<file path="src/rtl/mmio_responder_pkg.sv">
// -----------------------------------------------------------------------------
// mmio_responder_pkg
// Shared constants for the MMIO responder: the I/O window tag, the register
// offsets inside the window, and the hex-to-seven-segment glyph table.
// Segment bytes are {a,b,c,d,e,f,g,dp}, active-low, with dp always off.
// -----------------------------------------------------------------------------
package mmio_responder_pkg;

  localparam logic [23:0] IO_TAG = 24'hFFFFFC;

  localparam logic [7:0] IO_LED = 8'h00;
  localparam logic [7:0] IO_SW  = 8'h04;
  localparam logic [7:0] IO_BTN = 8'h08;
  localparam logic [7:0] IO_SEG = 8'h0C;
  localparam logic [7:0] IO_CNT = 8'h10;

  // Glyphs 0..F, active-low segments, dp (bit 0) held high.
  localparam logic [7:0] SEG_LUT [16] = '{
    8'h03, 8'h9F, 8'h25, 8'h0D, 8'h99, 8'h49, 8'h41, 8'h1F,
    8'h01, 8'h09, 8'h11, 8'hC1, 8'h63, 8'h85, 8'h61, 8'h71
  };

  function automatic logic [7:0] hex_to_seg(input logic [3:0] nib);
    return SEG_LUT[nib];
  endfunction

endpackage

</file>
<file path="src/rtl/mmio_responder_seg_scan.sv">
// -----------------------------------------------------------------------------
// seg_scan
// Multiplexed scan of an 8-digit seven-segment display.
//   clk     : clock, rising edge
//   rst_n   : asynchronous active-low reset
//   value   : 32-bit value, digit i shows nibble value[4i+3:4i]
//   seg_an  : digit enables, active-low one-hot (~(1 << idx))
//   seg_out : segments {a,b,c,d,e,f,g,dp}, active-low
// The digit index advances once every SCAN_DIV cycles and wraps 7 -> 0.
// Outputs are decoded combinationally from the index so they follow reset
// immediately.
// -----------------------------------------------------------------------------
module seg_scan
  import mmio_responder_pkg::*;
#(
  parameter int SCAN_DIV = 4
) (
  input  logic        clk,
  input  logic        rst_n,
  input  logic [31:0] value,
  output logic [7:0]  seg_an,
  output logic [7:0]  seg_out
);

  localparam int DIVW = (SCAN_DIV > 1) ? $clog2(SCAN_DIV) : 1;
  localparam logic [DIVW-1:0] DIV_LAST = DIVW'(SCAN_DIV - 1);

  logic [DIVW-1:0] r_div;
  logic [2:0]      r_idx;
  logic [3:0]      w_nib;

  always_ff @(posedge clk or negedge rst_n) begin
    if (!rst_n) begin
      r_div <= '0;
      r_idx <= '0;
    end else if (r_div == DIV_LAST) begin
      r_div <= '0;
      r_idx <= r_idx + 3'd1;   // natural 3-bit wrap gives 7 -> 0
    end else begin
      r_div <= r_div + DIVW'(1);
    end
  end

  assign w_nib   = value[{r_idx, 2'b00} +: 4];
  assign seg_an  = ~(8'd1 << r_idx);
  assign seg_out = hex_to_seg(w_nib);

endmodule

</file>
<file path="src/rtl/mmio_responder.sv">
// -----------------------------------------------------------------------------
// mmio_responder
// Memory-mapped I/O responder for the 0xFFFFFCxx window of the RISC-V core.
//   clk, rst_n      : clock (rising edge), asynchronous active-low reset
//   ioRead, ioWrite : load / store strobes for this cycle
//   addr, wdata     : byte address and store data
//   rdata           : load data, combinational (0 when no hitting load)
//   sw_raw, btn_raw : asynchronous board switches / button
//   led             : LED register
//   seg_an, seg_out : seven-segment digit enables and segments (active-low)
// Register map (offset = addr[7:0], addr[1:0] ignored):
//   0x00 LED RW, 0x04 SW RO, 0x08 BTN RO {pressed, btn_stable} (read clears
//   pressed), 0x0C SEG RW, 0x10 CNT cycle counter (any write clears).
// -----------------------------------------------------------------------------
module mmio_responder
  import mmio_responder_pkg::*;
#(
  parameter int DEBOUNCE_CYCLES = 20,
  parameter int SCAN_DIV        = 4
) (
  input  logic        clk,
  input  logic        rst_n,
  input  logic        ioRead,
  input  logic        ioWrite,
  input  logic [31:0] addr,
  input  logic [31:0] wdata,
  output logic [31:0] rdata,
  input  logic [15:0] sw_raw,
  input  logic        btn_raw,
  output logic [15:0] led,
  output logic [7:0]  seg_an,
  output logic [7:0]  seg_out
);

  localparam int DBW = (DEBOUNCE_CYCLES > 1) ? $clog2(DEBOUNCE_CYCLES) : 1;
  localparam logic [DBW-1:0] DB_LAST = DBW'(DEBOUNCE_CYCLES - 1);

  logic [15:0]    r_sw_meta, r_sw_sync;
  logic           r_btn_meta, r_btn_sync;
  logic [DBW-1:0] r_db_cnt;
  logic           r_btn_stable;
  logic           r_pressed;
  logic [15:0]    r_led;
  logic [31:0]    r_seg;
  logic [31:0]    r_cnt;

  logic           w_hit, w_rd, w_wr;
  logic [7:0]     w_off;
  logic           w_db_accept, w_rise;
  logic           w_unused_addr;

  assign w_hit = (addr[31:8] == IO_TAG);
  assign w_off = {addr[7:2], 2'b00};
  assign w_rd  = ioRead  & w_hit;
  assign w_wr  = ioWrite & w_hit;
  assign w_unused_addr = &{1'b0, addr[1:0]};

  // The debouncer accepts the new level on the cycle its counter has run the
  // full window; a rising acceptance is what arms the sticky press flag.
  assign w_db_accept = (r_btn_sync != r_btn_stable) && (r_db_cnt == DB_LAST);
  assign w_rise      = w_db_accept & r_btn_sync;

  // Synchronizers and debouncer
  always_ff @(posedge clk or negedge rst_n) begin
    if (!rst_n) begin
      r_sw_meta    <= '0;
      r_sw_sync    <= '0;
      r_btn_meta   <= 1'b0;
      r_btn_sync   <= 1'b0;
      r_db_cnt     <= '0;
      r_btn_stable <= 1'b0;
    end else begin
      r_sw_meta  <= sw_raw;
      r_sw_sync  <= r_sw_meta;
      r_btn_meta <= btn_raw;
      r_btn_sync <= r_btn_meta;
      if (r_btn_sync == r_btn_stable) begin
        r_db_cnt <= '0;
      end else if (w_db_accept) begin
        r_btn_stable <= r_btn_sync;
        r_db_cnt     <= '0;
      end else begin
        r_db_cnt <= r_db_cnt + DBW'(1);
      end
    end
  end

  // Sticky press flag: a set in the same cycle as a clearing read wins.
  always_ff @(posedge clk or negedge rst_n) begin
    if (!rst_n) begin
      r_pressed <= 1'b0;
    end else if (w_rise) begin
      r_pressed <= 1'b1;
    end else if (w_rd && (w_off == IO_BTN)) begin
      r_pressed <= 1'b0;
    end
  end

  // Writable registers and the free-running cycle counter
  always_ff @(posedge clk or negedge rst_n) begin
    if (!rst_n) begin
      r_led <= '0;
      r_seg <= '0;
      r_cnt <= '0;
    end else begin
      if (w_wr && (w_off == IO_LED)) r_led <= wdata[15:0];
      if (w_wr && (w_off == IO_SEG)) r_seg <= wdata;
      if (w_wr && (w_off == IO_CNT)) r_cnt <= '0;
      else                           r_cnt <= r_cnt + 32'd1;
    end
  end

  // Read mux shows pre-edge state, so a simultaneous write is not visible yet.
  always_comb begin
    rdata = '0;
    if (w_rd) begin
      case (w_off)
        IO_LED:  rdata = {16'h0, r_led};
        IO_SW:   rdata = {16'h0, r_sw_sync};
        IO_BTN:  rdata = {30'h0, r_pressed, r_btn_stable};
        IO_SEG:  rdata = r_seg;
        IO_CNT:  rdata = r_cnt;
        default: rdata = '0;
      endcase
    end
  end

  assign led = r_led;

  seg_scan #(
    .SCAN_DIV (SCAN_DIV)
  ) u_seg_scan (
    .clk     (clk),
    .rst_n   (rst_n),
    .value   (r_seg),
    .seg_an  (seg_an),
    .seg_out (seg_out)
  );

endmodule

</file>
<file path="config.mk">
export PLATFORM = sky130hd
export DESIGN_NAME = mmio_responder
export DESIGN_NICKNAME = d
export VERILOG_FILES = /design/src/rtl/mmio_responder_pkg.sv /design/src/rtl/mmio_responder_seg_scan.sv /design/src/rtl/mmio_responder.sv
export SDC_FILE = /design/constraint.sdc
export NUM_CORES = 1
export LEC_CHECK = 0
export BUFFER_PORTS_ARGS = -buffer_cell sky130_fd_sc_hd__clkbuf_2
export CAP_MARGIN = 10
export CORE_ASPECT_RATIO = 1.2
export CORE_MARGIN = 2
export CORE_UTILIZATION = 54
export CTS_CLUSTER_SIZE = 24
export DETAILED_ROUTE_END_ITERATION = 8
export PLACE_DENSITY_LB_ADDON = 0.1
export SLEW_MARGIN = 25
export SYNTH_ARGS = -nofsm -noshare
export SYNTH_HDL_FRONTEND = slang
export SYNTH_HIERARCHICAL = 1
export SYNTH_SLANG_ARGS = --single-unit
export TNS_END_PERCENT = 5
</file>
<file path="constraint.sdc">
create_clock -name clk -period 3.5 [get_ports clk]
set_input_delay 0.7 -clock clk [delete_from_list [all_inputs] [get_ports clk]]
set_output_delay 0.7 -clock clk [all_outputs]
set_load 0.02 [all_outputs]
</file>
### After elaboration in Yosys (flattened, before gate mapping)

Memory sizes are Yosys's and may differ from the RTL's.
Cells that the tools add are included.

* register bits after elaboration: 126
* latch bits: 0
* memory bits (writable): 0
* memory bits (read-only): 128
* input bits: 85
* logic and storage cells: 53
* memories: 1

Memory list
* (no name shown): words 16, bits a word 8, rd ports 1, clocked after Yosys merged registers in 0, wr ports 0, line mmio_responder_pkg.sv:24 `return SEG_LUT[nib];`

* add/sub/neg operators: 4
* multipliers: 0
* div/mod/pow operators: 0
* order comparisons: 1
* equal/unequal tests: 9
* shifts and indexed selects: 2
* muxes and demuxes: 10
* bitwise operators: 6
* reductions and logical operators: 8

Operators with widths (number)
* case mux 32 bit (5 select lines): 1
* two-way mux 32 bit: 2
* adder 32 x 1 -> 32 bit, second input constant: 1
* variable part select 32 x 6 -> 4 bit: 1
* equality test 24 bit, second input constant: 1
* two-way mux 8 bit: 2
* equality test 6 x 2 -> 1 bit, second input constant: 2
* two-way mux 5 bit: 2
* zero test 8 bit: 1
* inverter 8 bit: 1
* left shift 1 x 3 -> 8 bit, first input constant: 1
* equality test 6 x 1 -> 1 bit, second input constant: 1
* equality test 6 x 3 -> 1 bit, second input constant: 1
* adder 5 x 1 -> 5 bit, second input constant: 1
* equality test 5 bit, second input constant: 1
* greater-or-equal comparator 5 bit, second input constant: 1
* logical AND 1 bit: 5
* inverter 4 -> 5 bit: 1
* adder 3 x 1 -> 3 bit, second input constant: 1
* AND 1 bit: 3
* adder 2 x 1 -> 2 bit, second input constant: 1
* equality test 2 bit, second input constant: 1
* two-way mux 1 bit: 2
* two-way mux 2 bit: 1
* 5 further kinds: 5

### Depth between registers and ports, before layout

Gate-level depths: netlist of run 1.

* word-level depth: 5
* depth in mapped cells: 8
* mapped depth without buffers: 7

### Modules after synthesis

The synthesis of run 1 kept the hierarchy.

Modules (own cells, without submodules)
* mmio_responder: times used 1, cells each 467, area each 5486.5 sq um, seq. area each 3027.9 sq um
* seg_scan: times used 1, cells each 77, area each 845.8 sq um, seq. area each 125.1 sq um

### Worst setup path before layout of run 1

Ideal clock, no wire load.

* path kind: register to output
* start: register u_seg_scan.r_idx[0]
* end: output port seg_out[5]
* arrival: 2444 ps
* required time: 2800 ps
* path slack: 356 ps
* cell stages (with the launch flop): 7
* path buffers: 1
* cells stage by stage: dfrtp_1 buf_6 mux4_1 mux2i_1 inv_1 ha_1 o31ai_1

* longest elaborated chain between the ends: 5

Ends and longest elaborated chain
* from (decl): line mmio_responder_seg_scan.sv:29 `logic [2:0] r_idx;`
* from (signal assigned): line mmio_responder_seg_scan.sv:38 `r_idx <= r_idx + 3'd1;`
* variable part select 32 x 6 -> 4 bit: line mmio_responder_seg_scan.sv:44 `assign w_nib = value[{r_idx, 2'b00} +: 4];`
* inverter 4 -> 5 bit (implied by the code): line mmio_responder_pkg.sv:24
* memory (16 x 8 bit)
* two-way mux 8 bit (implied by the code) (2 in a row): line mmio_responder_pkg.sv:24
* to (decl): line mmio_responder.sv:32 `output logic [7:0] seg_out`

No other way between the ends. The select of a mux whose other input is x is not followed.

### Worst setup path in the final report of run 1

* start: register u_seg_scan.r_idx[0]
* end: output port seg_out[3]

Same word-level chain as after synthesis.

==> flow_summary.ini, run 1 <==
[run_status]
status = finished clean

[critical_path]
worstRegToRegCells = 5
path_delay_family = multiplexers
crit_required_ns = 2.80
crit_buf_inv = 2
cp_slowest_cell = mux4_2
crit_type = reg2out
crit_arrival_ns = 2.63
rrSetupSlack_ns = 1.32
critPathLaunch = u_seg_scan/r_idx[0]$_DFFE_PN0P_
r2r_end = r_cnt[18]$_DFF_PN0_
r2r_start = r_cnt[0]$_DFF_PN0_
endpoint_kind = output port
cp-start-kind = register
crit_chain = mux4_2 -> mux2i_4 -> inv_1 -> ha_1 -> mux2_1 -> o21ai_1 -> clkbuf_2
max_stage_delay_ns = 0.57
path_depth = 7
worstPathMaxFanout = 8

[die]
start_util_pct = 55.0
row_count = 43
die_height_um = 123
fp.coreArea_um2 = 11500
io_pins = 149
die-area_um2 = 12600
die_w_um = 103

[global_routing]
grt_pass1_vias = 4993
grt_antenna_before_repair = 0
grt_pass1_wl_um = 24900
grt_usage_pct = 25.9
grt.overflow.total = 0
grt_max_degree = 76

[finish]
instances_no_fill = 865
fillCellCount = 898
area_growth_pct = 24.5
drive_above_1_share_pct = 33.8
num_antenna_cells = 0
layout.nets = 795
fin_area_um2 = 7880

[synth]
async_reset_ff_share_pct = 100
syn_area_per_cell_um2 = 11.6
syn-cell-area_um2 = 6330
ys_seq_elements = 126
synth_nets = 644
synth_top_cell_by_area = dfrtp_1
synth_edf_count = 0
netlist-cell-type-count = 53
ys.flop_type = dfrtp_1
ys_seq_area_share_pct = 49.8
syn_inst = 544
yosysTopAreaCellShare_pct = 49.8
synth_most_common_cell = dfrtp_1
synthTopCellsByArea = dfrtp_1, mux2_1, mux2_2
synth_common_cells = dfrtp_1, nor2_1, mux2_1
yosys_warnings = 6

[timing]
min_period_ns = 3.33
fin_skew_ns = 0.00554
setup_viol = 0
fmax_ghz = 0.300
tightestPinTransition_ns = 0.682
fin_crit_sh_pct = 95.2
finalSetupTns_ns = 0
final_hold_viol_count = 0
slew_violations = 0
slew_headroom_pct = 54.6
rsz0062_at_grt = false
worst_slack_ns = 0.168

[route]
ant_nets = 0
wl_um = 15700
drtIter0Drc = 297
wl_per_cell_um = 18.1
vias = 5037
first_pass_iters = 5
drc = 0
viasPerCell = 5.82

[placed_design]
dp_cells = 831
dpl_cell_area_um2 = 7250
port_buffers = 145
hpwl_um = 11400
routabilityCongestion = 0.859
post-place-ws_ns = 0.181

[power_and_ir_drop]
p_leak_nw = 3.70
ir_drop_mv = 0.414
powerDensity_nw_per_um2 = 429

[clocking]
postCtsHoldBufs = 0
cts.clk_slew.worst_paths_ns = 0.06
clkLatencyLatePin_ns = 0.41
cts_buffers = 17
cts_htree_levels = 4
cts_buffer_depth = 2
cts_root_buf = clkbuf_16
cts_sinks = 126
tritoncts = done

[job]
maxCapViolCount = 0

[min_path]
hp-class = in2async
-- sequential cells by signal (all words and copies together) (netlist names) --
signal,count
r_seg,32
led,16
r_db_cnt,5
r_btn_stable,1
r_btn_meta,1
r_pressed,1
r_btn_sync,1
r_cnt,32
r_sw_sync,16
r_sw_meta,16
u_seg_scan/r_div,2
u_seg_scan/r_idx,3
-- per-layer routing --
metal | part of all wire (%) | up-vias | GRT usage [%]
met5 | 0 | - | 0
li1 | - | 2339 | -
met2 | 50 | 159 | 42.9
met3 | 5.7 | 20 | 5.18
met4 | 1.4 | 0 | 8.06
met1 | 43 | 2519 | 34.4
-- worst max path at each step --
stage | end
global placement | seg_out[3]
finish | seg_out[3]
detailed placement | seg_out[3]
CTS | seg_out[3]
floorplan | seg_out[5]
global route | seg_out[3]
-- timing repair --
item                       in CTS  in global routing
pin swaps                       0                  0
buffers inserted                0                  2
gates resized for setup         3                  4
setup endpoints to repair       6                  2
-- power by group --
| part | internal (W) | total (W) | switching (W) |
|---|---|---|---|
| clock network | 0.00107 | 0.00177 | 0.000699 |
| logic | 0.0000551 | 0.000122 | 0.0000673 |
| registers | 0.00148 | 0.00149 | 0.00000796 |
| total | 0.00261 | 0.00338 | 0.000775 |
-- cells by family after synthesis --
kind of cell,share of synthesized area (%)
and+or+nand+nor,15.1
muxes,17.2
buffers and inverters,3.08
AOI/OAI and AO/OA,9.27
xor gates and xnor gates,2.63
other,0.0592
DFF,49.8
adders and majority gates,2.96
-- stage by stage --
| step | hold slack (ns) | total power [W] | utilization (%) |
|---|---|---|---|
| 3_3_place_gp | 0.332 | 0.00163 | 63.0 |
| 6_report | 0.299 | 0.00338 | 68.5 |
| 4_1_cts | 0.348 | 0.00341 | 68.3 |
| 3_5_place_dp | 0.335 | 0.00164 | 63.0 |
| 5_1_grt | 0.348 | 0.00348 | 68.5 |
| 2_1_floorplan | 0.331 | 0.00154 | - |
-- cell type report --
cell class	instances	area (um2)	area share, %
Clock buffer	17	425	5.40
Clock inverter	15	173	2.19
Inverter	14	52.6	0.667
Multi-Input combinational cell	375	3000	38.1
Sequential cell	126	3160	40.0
Tap cell	157	196	2.49
Timing Repair Buffer	161	877	11.1
-- layout by cell type (no fill, tap or decap), types with 9 or more instances in the layout --
cell       instances
a21oi_1           15
a222oi_1          14
a22oi_1           18
buf_4             14
clkbuf_16         17
clkbuf_2         144
dfrtp_1          124
ha_1              15
inv_1             13
mux2_1            44
mux2_2            20
mux2i_1            9
nand2_1           21
nand3_1           19
nand4_1           15
nor2_1            54
o21ai_0           14
or3_1             10
or4_1             10
xnor2_1           12
No activity file was read; power rests on OpenSTA's default activity.
==> inputs of run 2 (changes only) <==
- CORE_UTILIZATION: 54 -> 30
==> run 2 against run 1 <==
Clock skew is 0.0049 ns higher; worst setup slack worse by 0.0086 ns; sequential share of layout area is 0.60 points lower; fmax is 0.26% lower; register-to-register slack worse by 0.06 ns; cell count is 13% higher; largest cell class unchanged.
==> flow_summary.ini, run 2 (synthesis results as in run 1) <==
[clocking]
cts_buffers = 17
cts_root_buf = clkbuf_16
cts_htree_levels = 4
post_cts_buffers = 0
clkLatencyLatePin_ns = 0.41
tritoncts = done
cts.clk_slew.worst_paths_ns = 0.06
cts_sinks = 126
cts_buffer_depth = 2

[timing]
tightestPinTransition_ns = 0.625
fin_skew_ns = 0.0105
min_period_ns = 3.34
finalSetupTns_ns = 0
final_hold_viol_count = 0
fmax_ghz = 0.299
slew_headroom_pct = 58.0
setup_viol = 0
fin_crit_sh_pct = 95.5
rsz0062_at_grt = false
slew_violations = 0

[critical_path]
worstRegToRegCells = 5
crit_arrival_ns = 2.64
r2r_end = r_cnt[18]$_DFF_PN0_
worstPathMaxFanout = 8
cp-start-kind = register
cp-endpoint = seg_out[7]
crit_type = reg2out
crit_required_ns = 2.80
rrSetupSlack_ns = 1.26
critPathLaunch = u_seg_scan/r_idx[0]$_DFFE_PN0P_
endpoint_kind = output port
r2r_start = r_cnt[0]$_DFF_PN0_

[die]
die_height_um = 163
die_w_um = 137
io_pins = 149
start_util_pct = 30.4
die-area_um2 = 22300
fp.coreArea_um2 = 20800
row_count = 58

[finish]
drive_above_1_share_pct = 32.6
largest_registers = r_cnt x32, r_seg x32
final_cell_mix = clkbuf_2, dfrtp_1, nor2_1
instances_no_fill = 977
layout.nets = 793
area_growth_pct = 26.3
final_common_cell = clkbuf_2

[route]
vias = 4941
viasPerCell = 5.06
wl_per_cell_um = 18.2
drc = 0
first_pass_iters = 6
wl_um = 17800
ant_nets = 0
drtIter0Drc = 248

[run_status]
status = finished clean

[global_routing]
grt_pass1_wl_um = 27900
grt_max_degree = 53
grt_usage_pct = 16.6
grt_antenna_before_repair = 0
grt_pass1_vias = 5126
grt.overflow.total = 0

[placed_design]
port_buffers = 145
routabilityCongestion = 0.781
hpwl_um = 13000
dp_cells = 944

[min_path]
hp-class = in2async

[power_and_ir_drop]
powerDensity_nw_per_um2 = 419
ir_drop_mv = 0.397
p_leak_nw = 3.71

[job]
maxCapViolCount = 0
## run 2: cell types whose count changed in the layout (fill, tap and decap cells not counted), sizes merged
cell / previous run / this run
clkinvlp: 3 / 2
buf: 17 / 15
inv: 22 / 17
diode: 0 / 1
clkinv: 2 / 4
clkbuf: 161 / 165
## run 2: critical path, cell delays in order, from the launching register on
cell      delay (ns)
dfrtp_2         0.48
mux4_1          0.61
mux2i_1         0.16
buf_4           0.16
inv_1           0.07
ha_1            0.22
and3_1          0.16
a211o_1         0.22
clkbuf_2        0.15
## run 2: final cells by class
| cell class | count | area (um2) |
|---|---|---|
| repair buffers | 159 | 871 |
| inverters | 14 | 52.6 |
| clock buffers | 21 | 450 |
| multi-input cells | 375 | 3000 |
| well taps | 270 | 338 |
| diodes | 1 | 2.50 |
| flip-flops and latches | 126 | 3150 |
| clock inverters | 11 | 133 |
| fillers | 2050 | 12800 |
## run 2: power by group
part / internal [W] / leakage (nW) / switching, W
clock: 0.00108 / 0.279 / 0.000662
combinational: 0.0000554 / 1.79 / 0.0000681
sequential: 0.00148 / 1.64 / 0.00000789
total: 0.00261 / 3.71 / 0.000738
## run 2: metal layers
| metal | track usage [%] | routed length (um) | vias up |
|---|---|---|---|
| met1 | 21.9 | 7940 | 2457 |
| li1 | - | - | 2339 |
| met4 | 4.59 | 234 | 0 |
| met3 | 4.47 | 958 | 16 |
| met2 | 26.8 | 8690 | 129 |
| met5 | 0 | 0 | - |
## run 2: metrics by stage
stage / utilization, % / hold WS (ns) / setup slack [ns] / cell area [um2] / total power, W
floorplan: - / 0.331 / 0.356 / 6330 / 0.00154
global placement: 35.6 / 0.333 / 0.420 / 7410 / 0.00164
detailed placement: 35.6 / 0.335 / 0.397 / 7410 / 0.00164
CTS: 38.4 / 0.312 / 0.0661 / 7990 / 0.00339
global route: 38.4 / 0.320 / 0.00913 / 8000 / 0.00350
finish: 38.4 / 0.292 / 0.159 / 8000 / 0.00335
## run 2: repair_timing
action	in CTS	in global routing
gates cloned	0	0
hold buffers	0	0
gates resized for setup	1	1
setup endpoints to repair	4	3
hold endpoints to repair	0	0
## run 2: worst min path at each step
| stage | to | cells past startpoint | slack, ns | start |
|---|---|---|---|---|
| global route | r_sw_meta[1]$_DFF_PN0_ | 1 | 0.32 | rst_n |
| finish | r_btn_meta$_DFF_PN0_ | 1 | 0.29 | rst_n |
| detailed placement | r_sw_sync[15]$_DFF_PN0_ | 0 | 0.33 | r_sw_meta[15]$_DFF_PN0_ |
| CTS | r_sw_meta[0]$_DFF_PN0_ | 1 | 0.31 | rst_n |
| floorplan | r_btn_sync$_DFF_PN0_ | 0 | 0.33 | r_btn_meta$_DFF_PN0_ |
| global placement | r_sw_sync[9]$_DFF_PN0_ | 0 | 0.33 | r_sw_meta[9]$_DFF_PN0_ |
==> inputs of run 3 (changes only) <==
- BUFFER_PORTS_ARGS: -buffer_cell sky130_fd_sc_hd__clkbuf_2 -> -buffer_cell sky130_fd_sc_hd__buf_2
- CORE_UTILIZATION: 30 -> 54
==> run 3 against run 2 <==
Global-route usage increased by 10 points; routed wire length fell by 9.4%; combinational power shrank 3%; sequential cell count did not move; via count up 3.8%; non-clock buffer count unchanged; utilization is 30 points higher; register-to-register slack better by 0.06 ns; cell count is 12% lower; critical endpoint is now seg_out[3].
==> flow_summary.ini, run 3 (synthesis results as in run 1) <==
[finish]
multi_input_area_um2 = 3010
fillCellCount = 930
largest_registers = r_cnt x32, r_seg x32
num_antenna_cells = 0
final_common_cell = buf_2
final_cell_mix = buf_2, dfrtp_1, nor2_1
fin_util_pct = 68.2
seq_area_um2 = 3160
layout.nets = 793
area_growth_pct = 24.1
drive_above_1_share_pct = 33.1
fin_area_um2 = 7860

[global_routing]
grt.overflow.total = 0
grt_pass1_vias = 5083
grt_usage_pct = 26.8
grt_antenna_before_repair = 0
grt_max_degree = 66
grt_pass1_wl_um = 25600

[critical_path]
crit_arrival_ns = 2.66
crit_type = reg2out
cp-start-kind = register
worstPathMaxFanout = 14
crit_required_ns = 2.80
endpoint_kind = output port
rrSetupSlack_ns = 1.32

[timing]
slew_headroom_pct = 45.7
rsz0062_at_grt = false
min_period_ns = 3.36
tightestPinTransition_ns = 0.814
final_hold_viol_count = 0
fmax_ghz = 0.297
fin_skew_ns = 0.00622
setup_viol = 0
timing.hold.ws_ns = 0.350
slew_violations = 0
worst_slack_ns = 0.136
finalSetupTns_ns = 0
fin_crit_sh_pct = 96.1

[clocking]
clkLatencyLatePin_ns = 0.41
cts_htree_levels = 4
tritoncts = done
cts_buffer_depth = 2
cts_sinks = 126
cts_buffers = 17
cts.clk_slew.worst_paths_ns = 0.06
postCtsHoldBufs = 0
cts_root_buf = clkbuf_16

[run_status]
status = finished clean

[power_and_ir_drop]
p_leak_nw = 3.73
powerDensity_nw_per_um2 = 426
ir_drop_mv = 0.320

[route]
first_pass_iters = 7
wl_um = 16200
drtIter0Drc = 440
ant_nets = 0
wl_per_cell_um = 18.7
vias = 5131
drc = 0
viasPerCell = 5.95

[placed_design]
port_buffers = 145
dpl_cell_area_um2 = 7240
routabilityCongestion = 0.863
post-place-ws_ns = 0.194
hpwl_um = 11400

[die]
io_pins = 149
row_count = 43
start_util_pct = 55.0
fp.coreArea_um2 = 11500
die-area_um2 = 12600
die_w_um = 103
die_height_um = 123

[min_path]
hp-class = reg2reg

[job]
maxCapViolCount = 0
## run 3: critical path, cell delays in order, from the launching register on
cell and delay (ns):
dfrtp_2 0.44, buf_4 0.17, mux4_2 0.52, mux2i_4 0.43
mux2_1 0.37, o21ai_1 0.14, buf_2 0.18
## run 3: final timing paths
kind,from,endpoint,cells after the start
worst min register to register,r_sw_meta[3]$_DFF_PN0_,r_sw_sync[3]$_DFF_PN0_,0
worst max register to register,r_cnt[2]$_DFF_PN0_,r_cnt[29]$_DFF_PN0_,4
worst min-delay path,r_sw_meta[3]$_DFF_PN0_,r_sw_sync[3]$_DFF_PN0_,0
max in group asynchronous,rst_n,u_seg_scan/r_idx[2]$_DFFE_PN0P_,2
worst max-delay path,u_seg_scan/r_idx[0]$_DFFE_PN0P_,seg_out[3],6
min in group asynchronous,rst_n,r_cnt[22]$_DFF_PN0_,2
## run 3: area by class of cell
type / instances / area share [%]
Tap cell: 157 / 2.50
Sequential cell: 126 / 40.2
Clock buffer: 18 / 5.59
Multi-Input combinational cell: 375 / 38.2
Inverter: 14 / 0.669
Timing Repair Buffer: 159 / 10.9
Clock inverter: 14 / 1.91
## run 3: routing by layer
layer	wire, um	track usage [%]
met1	6580	34.8
met4	292	9.46
met5	0	0
met3	1060	6.83
met2	8220	43.8
## run 3: where the power goes
part | internal, W | total, W | switching (W)
Combinational | 0.0000536 | 0.000120 | 0.0000662
Sequential | 0.00148 | 0.00149 | 0.00000763
Clock | 0.00102 | 0.00174 | 0.000712
Total | 0.00256 | 0.00334 | 0.000786
## run 3: through the flow
step / power (W) / cells
final: 0.00334 / 863
after global routing: 0.00344 / 863
after CTS: 0.00337 / 861
after detailed placement: 0.00163 / 829
after global placement: 0.00163 / 829
after floorplan: 0.00154 / 544
## run 3: what timing repair did
action                     CTS  global route
setup endpoints to repair    6             3
cloned                       0             0
buffers inserted             0             2
resized for setup            3             1
